$ cat config.mk
export PLATFORM = sky130hd
export DESIGN_NAME = tx_packet_scheduler
export DESIGN_NICKNAME = d
export VERILOG_FILES = /design/src/rtl/tx_sched_pkg.sv /design/src/rtl/tx_interval_timer.sv /design/src/rtl/tx_packet_scheduler.sv
export SDC_FILE = /design/constraint.sdc
export NUM_CORES = 1
export LEC_CHECK = 0
export CELL_PAD_IN_SITES_DETAIL_PLACEMENT = 2
export CELL_PAD_IN_SITES_GLOBAL_PLACEMENT = 2
export CORE_AREA = 3 3 116 229
export CTS_BUF_LIST = sky130_fd_sc_hd__clkbuf_16
export DETAILED_ROUTE_END_ITERATION = 16
export DIE_AREA = 0 0 119 232
export MAX_ROUTING_LAYER = met4
export PLACE_DENSITY = 0.82
export REMOVE_ABC_BUFFERS = 1
export SYNTH_ARGS = -nofsm -noshare
export SYNTH_HDL_FRONTEND = slang
export SYNTH_SLANG_ARGS = --single-unit
$ cat constraint.sdc
create_clock -name clk -period 3.9 [get_ports clk]
set_clock_uncertainty 0.15 [all_clocks]
set_input_delay 0.39 -clock clk [delete_from_list [all_inputs] [get_ports clk]]
set_output_delay 0.39 -clock clk [all_outputs]
set_load 0.02 [all_outputs]
$ cat src/rtl/tx_sched_pkg.sv
// tx_sched_pkg: shared FSM state encoding, default widths and saturation limit for the TX packet scheduler.
package tx_sched_pkg;
   localparam int CNT_W_DEF = 28;
   localparam int SEG_W_DEF = 16;
   localparam int RED_W_DEF = 8;
   localparam int SEQ_W_DEF = 32;
   localparam logic [15:0] OVR_MAX = 16'hFFFF;
   typedef enum logic [2:0] {IDLE, ARMED, START, WAIT_DONE, ADVANCE} state_e;
endpackage

$ cat src/rtl/tx_interval_timer.sv
// tx_interval_timer: free-running 0..max_count counter while run is high; tick marks each wrap.
module tx_interval_timer
   import tx_sched_pkg::*;
#(
   parameter int CNT_W = CNT_W_DEF
) (
   input  logic             clk,
   input  logic             rst_n,
   input  logic             run,
   input  logic [CNT_W-1:0] max_count,
   output logic             tick
);
   logic [CNT_W-1:0] cnt_q, cnt_d;
   // >= keeps the counter bounded when max_count shrinks while running
   assign tick  = run && (cnt_q >= max_count);
   assign cnt_d = (!run || tick) ? '0 : cnt_q + 1'b1;
   always_ff @(posedge clk or negedge rst_n) begin
      if (!rst_n) cnt_q <= '0;
      else        cnt_q <= cnt_d;
   end
endmodule

$ cat src/rtl/tx_packet_scheduler.sv
// tx_packet_scheduler: paces tx_start pulses per interval tick and tags frames with seq/segment/copy indices.
// Optional TX_SCHED_STATS_EN adds frames_sent and stats_clr.
module tx_packet_scheduler
   import tx_sched_pkg::*;
#(
   parameter int CNT_W = CNT_W_DEF,
   parameter int SEG_W = SEG_W_DEF,
   parameter int RED_W = RED_W_DEF,
   parameter int SEQ_W = SEQ_W_DEF
) (
   input  logic             clk,
   input  logic             rst_n,
   input  logic             enable,
   input  logic [CNT_W-1:0] max_count,
   input  logic [SEG_W-1:0] segment_num_max,
   input  logic [RED_W-1:0] redundancy,
   input  logic             tx_busy,
   input  logic             tx_done,
`ifdef TX_SCHED_STATS_EN
   input  logic             stats_clr,
   output logic [31:0]      frames_sent,
`endif
   output logic             tx_start,
   output logic [SEQ_W-1:0] seq_num,
   output logic [SEG_W-1:0] segment_idx,
   output logic [RED_W-1:0] copy_idx,
   output logic             sched_active,
   output logic [15:0]      overrun_cnt
);
   state_e state_q, state_d;
   logic [CNT_W-1:0] cfg_max_q, cfg_max_d;
   logic [SEG_W-1:0] cfg_seg_q, cfg_seg_d, seg_q, seg_d;
   logic [RED_W-1:0] cfg_red_q, cfg_red_d, copy_q, copy_d;
   logic [SEQ_W-1:0] seq_q, seq_d;
   logic [15:0]      ovr_q, ovr_d;
   logic             pending_q, pending_d;
   logic             tick, consume, to_idle, adv, copy_last, seg_last, latch, ovr_inc;

   tx_interval_timer #(.CNT_W(CNT_W)) u_timer (
      .clk       (clk),
      .rst_n     (rst_n),
      .run       (state_q != IDLE),
      .max_count (cfg_max_q),
      .tick      (tick)
   );

   always_comb begin
      state_d = state_q;
      case (state_q)
         IDLE:      if (enable) state_d = ARMED;
         ARMED:     if (!enable) state_d = IDLE;
                    else if (pending_q && !tx_busy) state_d = START;
         START:     state_d = WAIT_DONE;
         WAIT_DONE: if (tx_done) state_d = ADVANCE;
         ADVANCE:   state_d = enable ? ARMED : IDLE;
         default:   state_d = IDLE;
      endcase
   end

   assign consume   = (state_q == ARMED) && (state_d == START);
   assign to_idle   = (state_d == IDLE);
   assign adv       = (state_q == ADVANCE);
   assign copy_last = (copy_q == cfg_red_q - 1'b1);
   assign seg_last  = (seg_q == cfg_seg_q - 1'b1);
   // config is only taken at a sequence boundary so a burst never mixes settings
   assign latch     = ((state_q == IDLE) && (state_d == ARMED)) || (adv && copy_last && seg_last);
   assign ovr_inc   = tick && pending_q && !consume && (ovr_q != OVR_MAX);

   always_comb begin
      cfg_max_d = latch ? max_count : cfg_max_q;
      cfg_seg_d = latch ? ((segment_num_max == '0) ? SEG_W'(1) : segment_num_max) : cfg_seg_q;
      cfg_red_d = latch ? ((redundancy == '0) ? RED_W'(1) : redundancy) : cfg_red_q;
      copy_d    = to_idle ? '0 : adv ? (copy_last ? '0 : copy_q + 1'b1) : copy_q;
      seg_d     = to_idle ? '0 : (adv && copy_last) ? (seg_last ? '0 : seg_q + 1'b1) : seg_q;
      seq_d     = (adv && copy_last && seg_last) ? seq_q + 1'b1 : seq_q;
      pending_d = to_idle ? 1'b0 : tick ? 1'b1 : consume ? 1'b0 : pending_q;
   end

`ifdef TX_SCHED_STATS_EN
   logic [31:0] frames_q, frames_d;
   assign ovr_d       = stats_clr ? '0 : ovr_inc ? ovr_q + 1'b1 : ovr_q;
   assign frames_d    = stats_clr ? '0 : (state_q == START) ? frames_q + 1'b1 : frames_q;
   assign frames_sent = frames_q;
   always_ff @(posedge clk or negedge rst_n) begin
      if (!rst_n) frames_q <= '0;
      else        frames_q <= frames_d;
   end
`else
   assign ovr_d = ovr_inc ? ovr_q + 1'b1 : ovr_q;
`endif

   always_ff @(posedge clk or negedge rst_n) begin
      if (!rst_n) begin
         state_q   <= IDLE;
         cfg_max_q <= '0;
         cfg_seg_q <= SEG_W'(1);
         cfg_red_q <= RED_W'(1);
         seq_q     <= '0;
         seg_q     <= '0;
         copy_q    <= '0;
         ovr_q     <= '0;
         pending_q <= 1'b0;
      end else begin
         state_q   <= state_d;
         cfg_max_q <= cfg_max_d;
         cfg_seg_q <= cfg_seg_d;
         cfg_red_q <= cfg_red_d;
         seq_q     <= seq_d;
         seg_q     <= seg_d;
         copy_q    <= copy_d;
         ovr_q     <= ovr_d;
         pending_q <= pending_d;
      end
   end

   assign tx_start     = (state_q == START);
   assign seq_num      = seq_q;
   assign segment_idx  = seg_q;
   assign copy_idx     = copy_q;
   assign sched_active = (state_q != IDLE);
   assign overrun_cnt  = ovr_q;
endmodule

* Yosys cells after proc, flatten, opt, wreduce, memory -nomap -nowiden
Index checks and enable logic that the tools add are counted.
W data, S select, Z words.
** Cells by class
- Order comparisons :: 1
- Eq/ne operators :: 9
- Reductions and logical operators :: 22
- $add $sub $neg :: 7
- Muxes and demuxes :: 18
** Operators with widths (number)
- $mux W16 :: 4
- $add A16 B1 Y16 const B :: 2
- $add A32 B1 Y32 const B :: 1
- $mux W8 :: 4
- $add A28 B1 Y28 const B :: 1
- $ge A28 B28 Y1 :: 1
- $mux W28 :: 1
- $eq A16 B16 Y1 :: 1
- $logic_not A16 Y1 :: 1
- $ne A16 B16 Y1 const B :: 1
- $sub A16 B1 Y16 const B :: 1
- $pmux W3 S5 :: 1
- $mux W3 :: 4
- $eq A3 B2 Y1 const B :: 3
- $logic_and A1 B1 Y1 :: 9
- $add A8 B1 Y8 const B :: 1
- $eq A8 B8 Y1 :: 1
- $logic_not A8 Y1 :: 1
- $sub A8 B1 Y8 const B :: 1
- $eq A3 B1 Y1 const B :: 2
- $logic_not A3 Y1 :: 2
- $reduce_bool A3 Y1 :: 2
- $mux W1 :: 4
- $reduce_bool A2 Y1 :: 2
- other kinds (3) :: 6
** Word-level totals
- Input port bits :: 57
- Register bits :: 156
- Output and inout port bits :: 74
- Word-level logic and storage cells :: 67

* Logic depth before layout (Yosys ltp)
Gate-level depths: netlist of run 1.
- Word-level depth :: 10
- Mapped depth :: 12
- Depth with buffers taken out :: 10

* By module
From an unflattened synthesis of run 1, not the netlist that was laid out.
** Unflattened totals
- Cell total of the unflattened synthesis :: 888
- Area total of the unflattened synthesis :: 9004.9 µm²
** By module, submodules not included
- tx_packet_scheduler :: times used 1, cells each 649, area an instance 6891.6 µm², seq. area each 3205.6 µm²
- tx_interval_timer :: times used 1, cells each 239, area an instance 2113.3 µm², seq. area each 700.7 µm²

* Worst setup path after synthesis of run 1
OpenSTA, ideal clock, no wires.
- Kind :: reg-to-reg
- Start point :: register cfg_seg_q[2]
- End point :: register cfg_max_q[0]
- Period minus slack after synthesis :: 3306 ps
- Path slack :: 594 ps
- Data required time :: 3625 ps
- Cell stages (with the launch flop) :: 12
- Setup time :: 125 ps
- Path buffers :: 3
- Data arrival time :: 3031 ps
- Cell sequence :: dfrtp_1 -> or4_4 -> buf_6 -> or4_1 -> a211oi_1 -> a311oi_1 -> nor4_2 -> and3_1 -> buf_4 -> a21oi_4 -> buf_6 -> mux2_4
** On the way
- Cells in the longest elaborated chain, start to end :: 4
** RTL lines
- start: declaration :: line tx_packet_scheduler.sv:32 : logic [SEG_W-1:0] cfg_seg_q, cfg_seg_d, seg_q, seg_d;
- start signal: assignment :: line tx_packet_scheduler.sv:106 : cfg_seg_q <= cfg_seg_d;
- $sub A16 B1 Y16 :: line tx_packet_scheduler.sv:64 : assign seg_last = (seg_q == cfg_seg_q - 1'b1);
- $eq A16 B16 Y1 :: line tx_packet_scheduler.sv:64
- $logic_and A1 B1 Y1 :: line tx_packet_scheduler.sv:66 : assign latch = ((state_q == IDLE) && (state_d == ARMED)) || (adv && copy_last && seg_last);
- $logic_or A1 B1 Y1 :: line tx_packet_scheduler.sv:66
- end signal: assignment :: line tx_packet_scheduler.sv:105 : cfg_max_q <= cfg_max_d;
- end: declaration :: line tx_packet_scheduler.sv:31 : logic [CNT_W-1:0] cfg_max_q, cfg_max_d;
Every way passes these cells.
A chain may end at the register's enable or synchronous reset.

* Final worst setup path of run 1
- Start point :: register cfg_seg_q[2]
- End point :: register cfg_max_q[7]
Same word-level chain as after synthesis.

==> reports/metrics.cfg, run 1 <==
[run_status]
outcome = completed

[min_path]
holdPathEnd = seq_num[19]$_DFFE_PN0P_
min_path_cells = 1
hold_path_class = flip-flop to flip-flop
hp-start = seq_num[19]$_DFFE_PN0P_

[global_routing]
antenna_found_initial = 0
grt_pass1_wl_um = 45090
grt_usage_pct = 21.58
grt_max_degree = 78
overflow = 0
grt_pass1_vias = 8178

[worst_setup_path]
r2r_cells = 12
reg2reg_from = cfg_seg_q[2]$_DFFE_PN0P_
rr_endpoint = cfg_max_q[7]$_DFFE_PN0P_
r2r_setup_slack_ps = 140
slowest_delay_ps = 600
cp_num_buf_inv = 4
cp-start-kind = flip-flop
critPathKind = flip-flop to flip-flop
worst_ep_required_time_ps = 4080
critPathCaptureType = flip-flop
arrival_ps = 3940
worst_path_max_delay_cell = or4_4
worstPathCellList = or4_4 > buf_4 > or4_1 > a211oi_2 > a311oi_1 > nor4_2 > and3_4 > a21oi_4 > buf_12 > buf_4 > buf_12 > mux2_4
cp_top_family = simple AND/OR/NAND/NOR gates
worstPathMaxFanout = 7

[drt]
wl_um = 28840
drc = 0
final_antenna_net_count = 0
wl_per_cell_um = 21.44
via_count = 7080
drt-pass1-iter-count = 4
drt_iter0_drc = 169
vias_per_cell = 5.264

[yosys]
syn_avg_cell_area_um2 = 10.45
ys_seq_area_share_pct = 44.91
syn_inst = 832
yosys_warnings = 0
synth_top_cell_area_share_pct = 44.30
syn_area_um2 = 8698
ys_types = 63
ys_async_sr_fraction_pct = 100.0
ys_seq_elements = 156
synthTopCellsByCount = dfrtp_1, nor2_1, xor2_1
synthMostInstantiatedCell = dfrtp_1
yosys.area.top_type = dfrtp_1
synth_edf_count = 0
synth_area_leaders = dfrtp_1, mux2_4, xor2_1
synth-main-ff-cell = dfrtp_1

[floorplanning]
dieWidth_um = 119
coreArea_um2 = 25140
die-area_um2 = 27610
die_h_um = 232
rows = 82
io_pins = 131
initial_utilization_pct = 34.60

[layout]
fillers = 2597
stdcell_area_um2 = 11300
nets = 1088
antennaDiodeCount = 0
drive_gt1_share_pct = 13.68
area_growth_pct = 29.96
multi_input_area_um2 = 4497
seq_area_um2 = 3908

[clocking]
numCtsBuffers = 17
cts.clk_slew.worst_paths_ps = 60
cts.sinks = 156
insertion_delay_ps = 450
cts_htree_levels = 4
cts_buffer_depth = 2
cts_tree = done
root_buffer = clkbuf_16

[sta]
fin_tns_setup_ps = 0
tightest_slew_ps = 1328
relSlewSlack_pct = 10.81
final_hold_viol_count = 0
hold_ws_ps = 353.8
min_period_over_period_pct = 96.33
final-max-slew-violation-count = 0
fin_crit_ps = 3757
fmax_mhz = 266.2
setup_viol = 0

[power]
total_power_mw = 4.212
vdd.ir_drop.worst_mv = 0.3035
power_density_nw_per_um2 = 372.6
p_leak_nw = 5.262

[run]
maxCapViolCount = 0

[placed_design]
place_congestion = 0.8669
dp_hpwl_um = 20990
portBuffers = 130
place_area_um2 = 10520

==> area by class of cell <==
class                   count  share of cell area (%)
clock buffers              17                   3.763
clock inverters            15                   1.395
inverters                  47                   1.561
multi-input cells         603                   39.78
flip-flops and latches    156                   34.57
well taps                 336                   3.719
repair buffers            171                   15.22
==> flip-flops by register name (all words and copies together) (netlist names) <==
register and count:
cfg_max_q 28, cfg_seg_q 16, overrun_cnt 16, cfg_red_q 8, u_timer.cnt_q 28, segment_idx 16, copy_idx 8, seq_num 32
pending_q 1, state_q 3
==> worst reg2reg max path: stages, from the launching register on <==
cell      delay, ps
dfrtp_1         420
or4_4           600
buf_4           190
or4_1           510
a211oi_2        220
a311oi_1        100
nor4_2          350
and3_4          260
a21oi_4          40
buf_12          220
buf_4           140
buf_12          130
mux2_4          300
==> worst max-delay path by stage <==
stage / start / to / slack [ps] / cells after the start
after floorplan: cfg_seg_q[2]$_DFFE_PN0P_ / cfg_seg_q[15]$_DFFE_PN0P_ / -210 / 8
after global placement: cfg_seg_q[3]$_DFFE_PN0P_ / cfg_seg_q[15]$_DFFE_PN0P_ / 10 / 9
after detailed placement: cfg_seg_q[3]$_DFFE_PN0P_ / cfg_seg_q[15]$_DFFE_PN0P_ / -110 / 9
after CTS: cfg_seg_q[3]$_DFFE_PN0P_ / cfg_max_q[7]$_DFFE_PN0P_ / 20 / 10
after global routing: cfg_seg_q[6]$_DFFE_PN0P_ / cfg_red_q[1]$_DFFE_PN0P_ / -40 / 10
final: cfg_seg_q[2]$_DFFE_PN0P_ / cfg_max_q[7]$_DFFE_PN0P_ / 140 / 12
==> report_power, final <==
part / switching (mW) / internal, mW
registers: 0.106 / 1.72
logic: 0.327 / 0.352
clock network: 0.718 / 0.992
total: 1.15 / 3.06
==> placed cells by master, fill, tap and decap left out, drive strengths merged, types with 21 or more instances in the layout <==
master and instances:
clkdlybuf4s50 129, nor3 39, nand2 42, buf 37, inv 49, and3 27
xor2 72, ha 35, nand4 37, nand3 39, dfrtp 154, xnor2 45
mux2 52, clkbuf 21, nor2 79
==> cells by family (layout without fill, tap and decap cells) <==
| logic type | count (synthesis) | in the layout | synth area share, % |
|---|---|---|---|
| flops | 156 | 156 | 44.91 |
| simple gates | 329 | 329 | 19.72 |
| compound gates | 65 | 66 | 5.510 |
| buf+inv | 74 | 250 | 3.783 |
| xor+xnor | 117 | 117 | 11.78 |
| mux | 56 | 56 | 9.263 |
| fa+ha+maj | 35 | 35 | 5.035 |
==> what timing repair did <==
item / 4_1_cts / 5_1_grt
pin swaps: 0 / 3
setup buffers: 0 / 6
cloned: 1 / 4
endpoints found under the hold margin: 73 / 0
hold buffers: 1 / 0
endpoints found under the setup margin: 34 / 54
resized for setup: 1 / 7
==> layer usage <==
layer	share of wire, %	vias to the layer above	track usage (%)
li1	-	3241	-
met1	34	3665	20.62
met2	60	126	41.67
met3	2.2	48	4.217
met4	3.7	0	8.487
met5	0	-	-
==> per-stage QoR <==
step | std cells | utilization [%] | setup slack [ps]
2_1_floorplan | 805 | - | -213.6
3_3_place_gp | 1301 | 41.87 | 12.85
3_5_place_dp | 1301 | 41.87 | -107.5
4_1_cts | 1335 | 44.27 | 17.44
5_1_grt | 1345 | 44.97 | -38.04
6_report | 1345 | 44.97 | 143.3
(Power assumes the default switching activity.)
==> run 2, diff against run 1 <==
--- a/config.mk
+++ b/config.mk
@@ -7,13 +7,14 @@
 export LEC_CHECK = 0
 export CELL_PAD_IN_SITES_DETAIL_PLACEMENT = 2
 export CELL_PAD_IN_SITES_GLOBAL_PLACEMENT = 2
-export CORE_AREA = 3 3 116 229
+export CORE_AREA = 3 3 118 233
 export CTS_BUF_LIST = sky130_fd_sc_hd__clkbuf_16
 export DETAILED_ROUTE_END_ITERATION = 16
-export DIE_AREA = 0 0 119 232
+export DIE_AREA = 0 0 121 236
 export MAX_ROUTING_LAYER = met4
 export PLACE_DENSITY = 0.82
 export REMOVE_ABC_BUFFERS = 1
 export SYNTH_ARGS = -nofsm -noshare
 export SYNTH_HDL_FRONTEND = slang
+export SYNTH_HIERARCHICAL = 1
 export SYNTH_SLANG_ARGS = --single-unit
==> reports/metrics.cfg, run 2 <==
[layout]
nets = 1115
final_cell_mix = dfrtp_1, clkdlybuf4s50_1, nand2_1
drive_gt1_share_pct = 11.39
fillers = 2735
final_cell_count_no_fill = 1377
final_common_cell = dfrtp_1
area_growth_pct = 25.02
largest_register_ffs = 32

[worst_setup_path]
cp_top_family = simple AND/OR/NAND/NOR gates
worst_ep_required_time_ps = 4080
arrival_ps = 3880
worstPathCellList = or4_1 > or3_1 > a21o_1 > a31oi_1 > or4_4 > o21a_4 > buf_4 > mux2_4
critPathKind = flip-flop to flip-flop
worstPathMaxFanout = 18
slowest_delay_ps = 730
cp_num_buf_inv = 1
cp-start-kind = flip-flop
critPathCaptureType = flip-flop
worst_path_max_delay_cell = or4_1

[power]
p_leak_nw = 5.011
vdd.ir_drop.worst_mv = 0.3174
power_density_nw_per_um2 = 351.2

[sta]
relSlewSlack_pct = 30.30
fin_crit_ps = 3695
tightest_slew_ps = 1032
final-max-slew-violation-count = 0
postLayoutSetupSlackWorst_ps = 205.1
final_hold_viol_count = 0
setup_viol = 0
grt_setup_unrepaired = no
fmax_mhz = 270.6
min_period_over_period_pct = 94.74
fin_tns_setup_ps = 0

[yosys]
synthTopCellsByCount = dfrtp_1, nand2_1, nor3_1
ys_async_sr_fraction_pct = 100.0
synth-main-ff-cell = dfrtp_1
synth_area_leaders = dfrtp_1, mux2_4, xor2_1
synth_top_cell_area_share_pct = 42.80
syn_avg_cell_area_um2 = 10.14
yosys.area.top_type = dfrtp_1
synth_edf_count = 0
syn_inst = 888
syn_area_um2 = 9005
ys_types = 65
ys_seq_area_share_pct = 43.38
yosys_warnings = 6
ys_seq_elements = 156
synthMostInstantiatedCell = dfrtp_1

[drt]
via_count = 7403
drt-met1-wl_um = 10080
wl_um = 29130
drc = 0
drt-pass1-iter-count = 4
top_layer = met4
vias_per_cell = 5.376
met3_length_um = 578
drt_iter0_drc = 305
dr_wl_met2_um = 17490
wl_per_cell_um = 21.16
final_antenna_net_count = 0

[placed_design]
portBuffers = 130
dpl.cell_count = 1342
dp_hpwl_um = 22070
place_congestion = 0.8343
pre_cts_ws_ps = 212.7

[clocking]
cts_htree_levels = 4
cts_buffer_depth = 2
root_buffer = clkbuf_16
numCtsBuffers = 17
cts_tree = done
cts.sinks = 156
cts.clk_slew.worst_paths_ps = 60
insertion_delay_ps = 450

[global_routing]
grt_pass1_vias = 8541
grt_usage_pct = 21.80
grt_max_degree = 81
antenna_found_initial = 1
grt_pass1_wl_um = 47180
overflow = 0

[floorplanning]
dieWidth_um = 121
initial_utilization_pct = 34.82
rows = 83
io_pins = 131
die-area_um2 = 28560
die_h_um = 236
coreArea_um2 = 25860

[run_status]
outcome = completed

[run]
maxCapViolCount = 0

[min_path]
hold_path_class = flip-flop to flip-flop

## run 2: cell types whose count changed in the layout (fill, tap and decap cells not counted), moves of 6 or more
cell      before  now
inv_1         49   60
o211ai_1       1    9
a21oi_1       12   21
nor3_1        39   67
nor4_1        14   24
xor2_1        72   57
buf_4         33   18
nand4_1       37   31
o22ai_1        1    7
nor2_1        79   45
and3_1        26   14
a21o_1        14    5
nand2_1       42   69
nand3_1       39   47
## run 2: where the power goes
part           switching, mW  leakage (nW)  internal [mW]
sequential             0.105          2.05           1.72
clock                  0.684         0.273          0.850
combinational          0.290          2.69          0.308
total                   1.08          5.01           2.87
## run 2: layout make-up
cell class                      count  area [um2]  share of cell area (%)
Sequential cell                   156        3906                   34.70
Inverter                           56       210.2                   1.867
Multi-Input combinational cell    641        4708                   41.82
Antenna cell                        1       2.502                 0.02223
Tap cell                          340       425.4                   3.779
Clock buffer                       17       425.4                   3.779
Timing Repair Buffer              151        1488                   13.21
Clock inverter                     15       92.59                  0.8224
## run 2: per-stage QoR
step	area (um2)	hold WS, ps	total power, mW	util [%]
finish	11260	330.1	3.954	43.54
global route	11260	351.8	4.153	43.54
CTS	11250	331.7	4.006	43.50
detailed placement	10720	318.9	2.450	41.46
global placement	10720	306.9	2.415	41.46
floorplan	8806	-55.59	2.200	-
## run 2: per-layer routing
layer | vias to the layer above | track usage (%)
li1 | 3441 | -
met1 | 3802 | 20.72
met2 | 114 | 42.50
met3 | 46 | 2.807
met4 | 0 | 9.285
met5 | - | -
## run 2: worst reg2reg max path, cell delays in order, from the launching register on
cell and delay [ps]:
dfrtp_1 450, or4_1 730, or3_1 410, a21o_1 180, a31oi_1 350, or4_4 230
o21a_4 290, buf_4 430, mux2_4 360
## run 2: what timing repair did
| item | 4_1_cts | 5_1_grt |
|---|---|---|
| resized for setup | 0 | 1 |
| setup buffers | 0 | 1 |
| hold buffers | 1 | 0 |
| setup endpoints to repair | 0 | 3 |
| hold endpoints to repair | 77 | 0 |
## run 2: cell families (layout without fill, tap and decap cells)
| logic type | count (synthesis) | after routing | share of synthesized area (%) |
|---|---|---|---|
| and+or+nand+nor | 361 | 361 | 21.91 |
| adders and majority gates | 35 | 35 | 4.863 |
| buffers and inverters | 91 | 239 | 4.544 |
| AOI/OAI and AO/OA | 87 | 87 | 6.419 |
| muxes | 56 | 56 | 8.962 |
| xor gates and xnor gates | 102 | 102 | 9.921 |
| DFF | 156 | 156 | 43.38 |
| other | 0 | 1 | 0 |
## run 2: final timing paths
path                                           from                        end  slack (ps)  cells after the start
setup / recovery           cfg_seg_q[3]$_DFFE_PN0P_  cfg_max_q[20]$_DFFE_PN0P_         210                      8
hold / removal              seq_num[31]$_DFFE_PN0P_    seq_num[31]$_DFFE_PN0P_         330                      1
setup reg to reg           cfg_seg_q[3]$_DFFE_PN0P_  cfg_max_q[20]$_DFFE_PN0P_         210                      8
hold reg to reg             seq_num[31]$_DFFE_PN0P_    seq_num[31]$_DFFE_PN0P_         330                      1
max in group asynchronous                     rst_n   cfg_seg_q[0]$_DFFE_PN1P_        2260                      3
min in group asynchronous                     rst_n    seq_num[21]$_DFFE_PN0P_         390                      2
==> run 3, diff against run 2 <==
--- a/config.mk
+++ b/config.mk
@@ -7,12 +7,12 @@
 export LEC_CHECK = 0
 export CELL_PAD_IN_SITES_DETAIL_PLACEMENT = 2
 export CELL_PAD_IN_SITES_GLOBAL_PLACEMENT = 2
-export CORE_AREA = 3 3 118 233
+export CORE_AREA = 3 3 113 224
 export CTS_BUF_LIST = sky130_fd_sc_hd__clkbuf_16
 export DETAILED_ROUTE_END_ITERATION = 16
-export DIE_AREA = 0 0 121 236
+export DIE_AREA = 0 0 116 227
 export MAX_ROUTING_LAYER = met4
-export PLACE_DENSITY = 0.82
+export PLACE_DENSITY = 0.88
 export REMOVE_ABC_BUFFERS = 1
 export SYNTH_ARGS = -nofsm -noshare
 export SYNTH_HDL_FRONTEND = slang
==> constraint.sdc (replaced) <==
create_clock -name clk -period 4.5 [get_ports clk]
set_clock_uncertainty 0.15 [all_clocks]
set_input_delay 0.45 -clock clk [delete_from_list [all_inputs] [get_ports clk]]
set_output_delay 0.45 -clock clk [all_outputs]
set_load 0.02 [all_outputs]
==> reports/metrics.cfg, run 3 (synthesis results as in run 2) <==
[global_routing]
grt_pass1_wl_um = 45990
overflow = 0
grt_pass1_vias = 8448
grt_usage_pct = 23.19
grt_max_degree = 81
antenna_found_initial = 0

[power]
p_leak_nw = 4.948
power_density_nw_per_um2 = 303.0
vdd.ir_drop.worst_mv = 0.2405

[worst_setup_path]
worst_ep_required_time_ps = 4670
r2r_cells = 7
worstPathCellList = or4_1 > nor4_1 > a31o_2 > o211ai_1 > or4_4 > o21a_4 > mux2_4
rr_endpoint = cfg_max_q[17]$_DFFE_PN0P_
worstPathMaxFanout = 52
cp-start-kind = flip-flop
r2r_setup_slack_ps = 500
arrival_ps = 4170
critPathKind = flip-flop to flip-flop
critPathCaptureType = flip-flop
worst_path_max_delay_cell = or4_4
slowest_delay_ps = 710
reg2reg_from = cfg_seg_q[3]$_DFFE_PN0P_

[floorplanning]
rows = 80
coreArea_um2 = 23820
dieWidth_um = 116
initial_utilization_pct = 37.80
die_h_um = 227
die-area_um2 = 26330
io_pins = 131

[drt]
drc = 0
drt_iter0_drc = 310
drt-pass1-iter-count = 4
vias_per_cell = 5.652
via_count = 7427
final_antenna_net_count = 0
wl_um = 28640
wl_per_cell_um = 21.80

[layout]
fillers = 2515
drive_gt1_share_pct = 10.61
stdcell_area_um2 = 11070
final_common_cell = dfrtp_1
final_cell_count_no_fill = 1314
nets = 1106
final_cell_mix = dfrtp_1, clkdlybuf4s50_1, nand2_1
largest_register_ffs = 32
final_core_util_pct = 46.48
area_growth_pct = 22.97
antennaDiodeCount = 0

[clocking]
insertion_delay_ps = 450
cts.clk_slew.worst_paths_ps = 60
root_buffer = clkbuf_16
cts_tree = done
post_cts_resize_count = 0
numCtsBuffers = 17
cts_htree_levels = 4
cts_buffer_depth = 2
cts.sinks = 156

[sta]
final_hold_viol_count = 0
tightest_slew_ps = 1090
postLayoutSetupSlackWorst_ps = 502.6
min_period_over_period_pct = 88.83
grt_setup_unrepaired = no
final-max-slew-violation-count = 0
relSlewSlack_pct = 26.38
setup_viol = 0
fmax_mhz = 250.2
fin_crit_ps = 3997
fin_tns_setup_ps = 0

[placed_design]
dp_hpwl_um = 21190
place_congestion = 0.9002
portBuffers = 130
pre_cts_ws_ps = 520.9
place_area_um2 = 10570
dpl.cell_count = 1281

[min_path]
min_path_cells = 1
hp-start = overrun_cnt[6]$_DFFE_PN0P_
hold_path_class = flip-flop to flip-flop
holdPathEnd = overrun_cnt[6]$_DFFE_PN0P_

[run_status]
outcome = completed

[run]
maxCapViolCount = 0

run 3: cell count changes in the layout (fill, tap and decap cells not counted), sizes merged:
cell,previous run,this run
buf,21,12
bufinv,1,0
clkinv,10,11
diode,1,0
run 3: power by group:
group	switching, mW	internal [mW]	total (mW)
clock network	0.583	0.681	1.26
registers	0.0974	1.49	1.59
logic	0.242	0.264	0.505
run 3: final cells by class:
cell class / instances / area [um2] / area share (%)
multi-input cells: 641 / 4708 / 42.52
flip-flops and latches: 156 / 3906 / 35.28
repair buffers: 142 / 1395 / 12.60
clock buffers: 17 / 425.4 / 3.842
well taps: 287 / 359.1 / 3.243
inverters: 56 / 210.2 / 1.898
clock inverters: 15 / 68.82 / 0.6215
run 3: worst max-delay path, delay by kind of cell (launching register included):
kind / cells / cell delay, ps
DFF: 1 / 460
and+or+nand+nor: 3 / 1900
muxes: 1 / 430
AOI/OAI and AO/OA: 3 / 900
run 3: per-layer routing:
metal  vias up  global-route usage, %  wire, um
li1       3397                      -         -
met1      3853                  22.73     10160
met2       127                  44.71     16960
met3        50                  3.751       682
met4         0                  8.243       844
met5         -                      -         0
run 3: per-stage QoR:
step / hold WS (ps) / total power, mW
6_report: 345.3 / 3.355
5_1_grt: 369.6 / 3.508
2_1_floorplan: 4.409 / 1.907
3_3_place_gp: 328.8 / 2.079
3_5_place_dp: 339.6 / 2.112
4_1_cts: 351.5 / 3.399
run 3: what timing repair did:
item | 4_1_cts | 5_1_grt
hold buffers | 1 | 0
endpoints found under the hold margin | 78 | 0
setup endpoints to repair | 0 | 0
setup buffers | 0 | 0
run 3: worst max path at each step:
stage                              from                   endpoint  slack, ps  depth (start not counted)
2_1_floorplan  cfg_seg_q[3]$_DFFE_PN0P_   cfg_red_q[7]$_DFFE_PN0P_       -180                          7
3_3_place_gp   cfg_seg_q[1]$_DFFE_PN0P_   cfg_red_q[7]$_DFFE_PN0P_        650                          9
3_5_place_dp   cfg_seg_q[3]$_DFFE_PN0P_  cfg_seg_q[15]$_DFFE_PN0P_        520                          7
4_1_cts        cfg_seg_q[3]$_DFFE_PN0P_   cfg_red_q[7]$_DFFE_PN0P_        470                          7
5_1_grt        cfg_seg_q[3]$_DFFE_PN0P_  cfg_seg_q[15]$_DFFE_PN0P_        260                          7
6_report       cfg_seg_q[3]$_DFFE_PN0P_  cfg_max_q[17]$_DFFE_PN0P_        500                          7
